==> src/rtl/ballot_controller.sv <==
// Ballot sequencer: arms one ballot, accepts one clean button press, pulses the
// matching counter increment, spoils expired/aborted ballots, latches closed state.
module ballot_controller #(
  parameter int          LOCKOUT_CYCLES = 16,
  parameter int          TIMEOUT_CYCLES = 1024,
  parameter logic [15:0] COUNT_INIT     = 16'h0000
) (
  input  logic        clk,
  input  logic        rst,
  input  logic        i_ballot,
  input  logic        i_candidate_1,
  input  logic        i_candidate_2,
  input  logic        i_candidate_3,
  input  logic        i_over,
  output logic        o_inc_1,
  output logic        o_inc_2,
  output logic        o_inc_3,
  output logic        o_ready,
  output logic        o_invalid,
  output logic        o_timeout,
  output logic        o_closed,
  output logic [15:0] o_ballots,
  output logic [15:0] o_spoiled
);

  localparam int TW = $clog2(TIMEOUT_CYCLES + 1);
  localparam int LW = $clog2(LOCKOUT_CYCLES + 1);

  typedef enum logic [2:0] {
    IDLE,
    ARMED,
    WAIT_RELEASE,
    LOCKOUT,
    CLOSED
  } state_t;

  state_t        state;
  logic [TW-1:0] timer;
  logic [LW-1:0] lock_cnt;
  logic          prev_ballot;
  logic [2:0]    prev_cand;
  logic [2:0]    pressed;
  logic [2:0]    cand_edge;
  logic          ballot_edge;
  logic          one_pressed;
  logic          vote_valid;
  logic          vote_multi;

  assign pressed     = {i_candidate_3, i_candidate_2, i_candidate_1};
  assign cand_edge   = pressed & ~prev_cand;
  assign ballot_edge = i_ballot & ~prev_ballot;
  assign one_pressed = (pressed != 3'd0) && ((pressed & (pressed - 3'd1)) == 3'd0);
  // An edge implies its button is pressed, so "not one-hot" means two or more held.
  assign vote_valid  = (cand_edge != 3'd0) && one_pressed;
  assign vote_multi  = (cand_edge != 3'd0) && !one_pressed;

  function automatic logic [15:0] sat_inc(input logic [15:0] v);
    return (v == 16'hFFFF) ? v : v + 16'd1;
  endfunction

  always_ff @(posedge clk) begin
    if (rst) begin
      state       <= IDLE;
      timer       <= '0;
      lock_cnt    <= '0;
      prev_ballot <= 1'b0;
      prev_cand   <= 3'd0;
      o_inc_1     <= 1'b0;
      o_inc_2     <= 1'b0;
      o_inc_3     <= 1'b0;
      o_ready     <= 1'b0;
      o_invalid   <= 1'b0;
      o_timeout   <= 1'b0;
      o_closed    <= 1'b0;
      o_ballots   <= COUNT_INIT;
      o_spoiled   <= COUNT_INIT;
    end else begin
      prev_ballot <= i_ballot;
      prev_cand   <= pressed;
      o_inc_1     <= 1'b0;
      o_inc_2     <= 1'b0;
      o_inc_3     <= 1'b0;
      o_invalid   <= 1'b0;
      o_timeout   <= 1'b0;
      if (i_over) begin
        if (state == ARMED) o_spoiled <= sat_inc(o_spoiled);
        state    <= CLOSED;
        o_ready  <= 1'b0;
        o_closed <= 1'b1;
      end else begin
        case (state)
          IDLE: begin
            if (ballot_edge) begin
              state     <= ARMED;
              o_ready   <= 1'b1;
              o_ballots <= sat_inc(o_ballots);
              timer     <= '0;
            end
          end
          ARMED: begin
            timer <= timer + TW'(1);
            if (vote_valid) begin
              o_inc_1 <= pressed[0];
              o_inc_2 <= pressed[1];
              o_inc_3 <= pressed[2];
              o_ready <= 1'b0;
              state   <= WAIT_RELEASE;
            end else if (vote_multi) begin
              o_invalid <= 1'b1;
            // >= so an invalid press in the last cycle only defers expiry by one.
            end else if (timer >= TW'(TIMEOUT_CYCLES - 1)) begin
              o_timeout <= 1'b1;
              o_spoiled <= sat_inc(o_spoiled);
              o_ready   <= 1'b0;
              state     <= IDLE;
            end
          end
          WAIT_RELEASE: begin
            if (pressed == 3'd0) begin
              state    <= LOCKOUT;
              lock_cnt <= '0;
            end
          end
          LOCKOUT: begin
            if (lock_cnt == LW'(LOCKOUT_CYCLES - 1)) state <= IDLE;
            else lock_cnt <= lock_cnt + LW'(1);
          end
          CLOSED: state <= CLOSED;
          default: state <= IDLE;
        endcase
      end
    end
  end

endmodule

==> config.mk <==
export PLATFORM = sky130hd
export DESIGN_NAME = ballot_controller
export DESIGN_NICKNAME = d
export VERILOG_FILES = /design/src/rtl/ballot_controller.sv
export SDC_FILE = /design/constraint.sdc
export NUM_CORES = 1
export LEC_CHECK = 0
export ABC_AREA = 1
export ABC_CLOCK_PERIOD_IN_PS = 5100
export CORE_ASPECT_RATIO = 1.1
export CORE_MARGIN = 2
export CORE_UTILIZATION = 44
export CTS_BUF_LIST = sky130_fd_sc_hd__clkbuf_8 sky130_fd_sc_hd__clkbuf_16
export CTS_CLUSTER_SIZE = 20
export DETAILED_ROUTE_END_ITERATION = 10
export HOLD_SLACK_MARGIN = 0.08
export PLACE_DENSITY_LB_ADDON = 0.08
export SLEW_MARGIN = 20
export SYNTH_ARGS = -nofsm -noshare
export SYNTH_HDL_FRONTEND = slang
export SYNTH_SLANG_ARGS = --single-unit
==> constraint.sdc <==
create_clock -name clk -period 5.1 [get_ports clk]
set_input_delay 1.02 -clock clk [delete_from_list [all_inputs] [get_ports clk]]
set_output_delay 1.02 -clock clk [all_outputs]
set_load 0.05 [all_outputs]
==> impl_metrics.json <==
{
  "status": "finished with violations",
  "violations": "design-rule violations",
  "coreArea_um2": 7090,
  "fin_skew_ns": 0.00898,
  "min_from": "o_ready$_SDFFE_PP0P_",
  "fp.dieW_um": 85.8,
  "cpLargestDelayFamily": "buffers and inverters",
  "leakage_nw": 1.42,
  "wl_um": 7040,
  "antennaDiodeCount": 0,
  "clock.fmax_ghz": 0.377,
  "rsz0062_at_grt": "false",
  "yosysSeqAreaShare_pct": 38.3,
  "layout_common_cells": "nand2_1, nor2_1, dfxtp_1",
  "powerDensity_nw_per_um2": 287,
  "placed_cells": 584,
  "clk_path_buf_depth": 2,
  "yosys_warnings": 0,
  "worstSetupStartpointType": "flip-flop",
  "grt_pass1_vias": 2767,
  "viasPerCell": 4.91,
  "tightest_slew_ns": 0.514,
  "die_h_um": 94.0,
  "postCtsHoldBufs": 0,
  "num_rows": 32,
  "finalWeightedCongestion": 0.813,
  "cts_sinks": 62,
  "clk_pin_slew_worst_paths_ns": 0.08,
  "synth_nets": 474,
  "endpoint_kind": "output port",
  "maxCapViolCount": 0,
  "final_common_cell": "nand2_1",
  "syn_area_um2": 3240,
  "start_util_pct": 45.7,
  "h-tree-depth": 3,
  "cts_tree": "yes",
  "antenna_found_initial": 0,
  "finalNonFillerCells": 600,
  "worstPathArrival_ns": 1.63,
  "io_pins": 46,
  "combPwrFrac_pct": 8.2,
  "post_cts_resized": 0,
  "ys_ff_latch": 62,
  "intPower_mw": 0.873,
  "setup_viol": 0,
  "die_area_um2": 8070,
  "netSwitchingPower_mw": 0.274,
  "fin_crit_ns": 2.65,
  "fin_nets": 522,
  "wl_per_cell_um": 11.7,
  "cp.required_ns": 4.08,
  "setup_tns_ns": 0,
  "hold_viol": 0,
  "postCtsSetupBuffers": 0,
  "seqPwrFrac_pct": 43.5,
  "p_sw_share_pct": 23.9,
  "drt-initial-drc-count": 95,
  "dp_hpwl_um": 5060,
  "cts_made_buffers": 9,
  "r2r-start": "o_ballots[1]$_SDFFE_PP0P_",
  "worst_hold_path.num_cells": 2,
  "hold_path.class": "reg2reg",
  "post-route-util_pct": 56.4,
  "finalCritPeriodShare_pct": 52.0,
  "drc": 4,
  "reg2reg_slack_ns": 3.17,
  "root_buffer": "clkbuf_8",
  "netlist_instances": 462,
  "slew_headroom_pct": 65.6,
  "area_growth_pct": 23.4,
  "critPathSlowestCell": "clkdlybuf4s50_1",
  "first_pass_iters": 8,
  "power_frac_clock_pct": 48.4,
  "rr_worst_depth": 10,
  "crit_buf_inv": 1,
  "finalMaxSlewViolations": 0,
  "drive_gt1_share_pct": 8.54,
  "crit_path_max_incr_delay_ns": 0.85,
  "grt_pass1_wl_um": 12000,
  "cp_max_fo": 6,
  "peakVddDrop_mv": 0.129,
  "ys_types": 31,
  "grt_start_max_net_pins": 38,
  "io_buffers": 45,
  "clk_latency_ns": 0.34,
  "grt_overflow_total": 0,
  "min_to": "o_ready$_SDFFE_PP0P_",
  "regToRegEndpoint": "o_ballots[12]$_SDFFE_PP0P_",
  "crit_chain": "clkdlybuf4s50_1",
  "crit_type": "reg2out",
  "track_usage_pct": 18.5,
  "avgSynthCellArea_um2": 7.01,
  "dr_total_vias": 2944,
  "postRouteAntennaNets": 0
}
==> kinds of logic after synthesis <==
logic type | synth area share [%]
and+or+nand+nor | 34.1
DFF | 38.3
AOI/OAI and AO/OA | 10.9
buffers and inverters | 7.53
xor gates and xnor gates | 7.30
adders and majority gates | 1.93
==> Yosys cell counts, drive strengths merged <==
| cell type | n | area [um2] |
|---|---|---|
| inv | 49 | 184 |
| nand3 | 45 | 225 |
| xnor2 | 12 | 105 |
| nor2b | 1 | 6.26 |
| nor3 | 13 | 70.1 |
| a2bb2oi | 1 | 8.76 |
| ha | 5 | 62.6 |
| a211oi | 1 | 7.51 |
| clkbuf | 3 | 11.3 |
| o21ai | 15 | 75.1 |
| a21oi | 41 | 243 |
| buf | 6 | 48.8 |
| nor2 | 73 | 312 |
| xor2 | 15 | 131 |
| nand4 | 5 | 37.5 |
| o211ai | 1 | 7.51 |
| nand2 | 113 | 453 |
| dfxtp | 62 | 1240 |
| o211a | 1 | 10.0 |
==> registers in the layout, summed over array words and instances (netlist names), 3 cells and up <==
register / flops
lock_cnt: 5
o_ballots: 16
o_spoiled: 16
prev_cand: 3
state: 3
timer: 11
==> through the flow <==
stage	cell area, um2	setup WS (ns)	total power [mW]	hold WS [ns]
CTS	4000	2.43	1.16	0.474
global placement	3740	2.34	0.603	0.456
floorplan	3240	3.05	0.580	0.441
finish	4000	2.45	1.15	0.468
detailed placement	3740	2.27	0.604	0.463
global route	4000	2.39	1.19	0.495
==> worst min-delay path, delay by kind of cell, from the launching register on <==
family          cells  cell delay (ns)
compound gates      1             0.05
flops               1             0.32
simple gates        1             0.06
==> final cells by class <==
| type | count | area [um2] |
|---|---|---|
| clock inverter | 5 | 104 |
| multi-input combinational | 342 | 1750 |
| tap | 85 | 106 |
| sequential | 62 | 1240 |
| clock buffer | 11 | 151 |
| timing repair buffer | 46 | 458 |
| inverter | 49 | 184 |
| fill | 694 | 3090 |
==> metal layers <==
metal / vias up / track usage (%) / wire length, um
met5: - / 0 / 0
met4: 0 / 8.20 / 121
met3: 9 / 3.34 / 231
met2: 52 / 31.5 / 3310
met1: 1301 / 22.6 / 3380
li1: 1582 / - / -
==> power by group through the flow <==
stage          clock network [mW]  logic [mW]  registers (mW)
3_3_place_gp                    0      0.0938           0.510
3_5_place_dp                    0      0.0944           0.510
4_1_cts                     0.564      0.0946           0.499
5_1_grt                     0.582       0.106           0.500
6_report                    0.555      0.0936           0.499
2_1_floorplan                   0      0.0627           0.518
==> worst max-delay path by stage <==
stage	cells past startpoint	startpoint	slack, ns	endpoint
after floorplan	7	i_ballot	3.05	timer[4]$_SDFFE_PP0P_
after global placement	7	rst	2.34	timer[8]$_SDFFE_PP0P_
after detailed placement	7	rst	2.27	timer[4]$_SDFFE_PP0P_
after CTS	1	o_ballots[5]$_SDFFE_PP0P_	2.43	o_ballots[5]
after global routing	1	o_ballots[5]$_SDFFE_PP0P_	2.39	o_ballots[5]
final	1	o_spoiled[0]$_SDFFE_PP0P_	2.45	o_spoiled[0]
(Power assumes the default switching activity.)
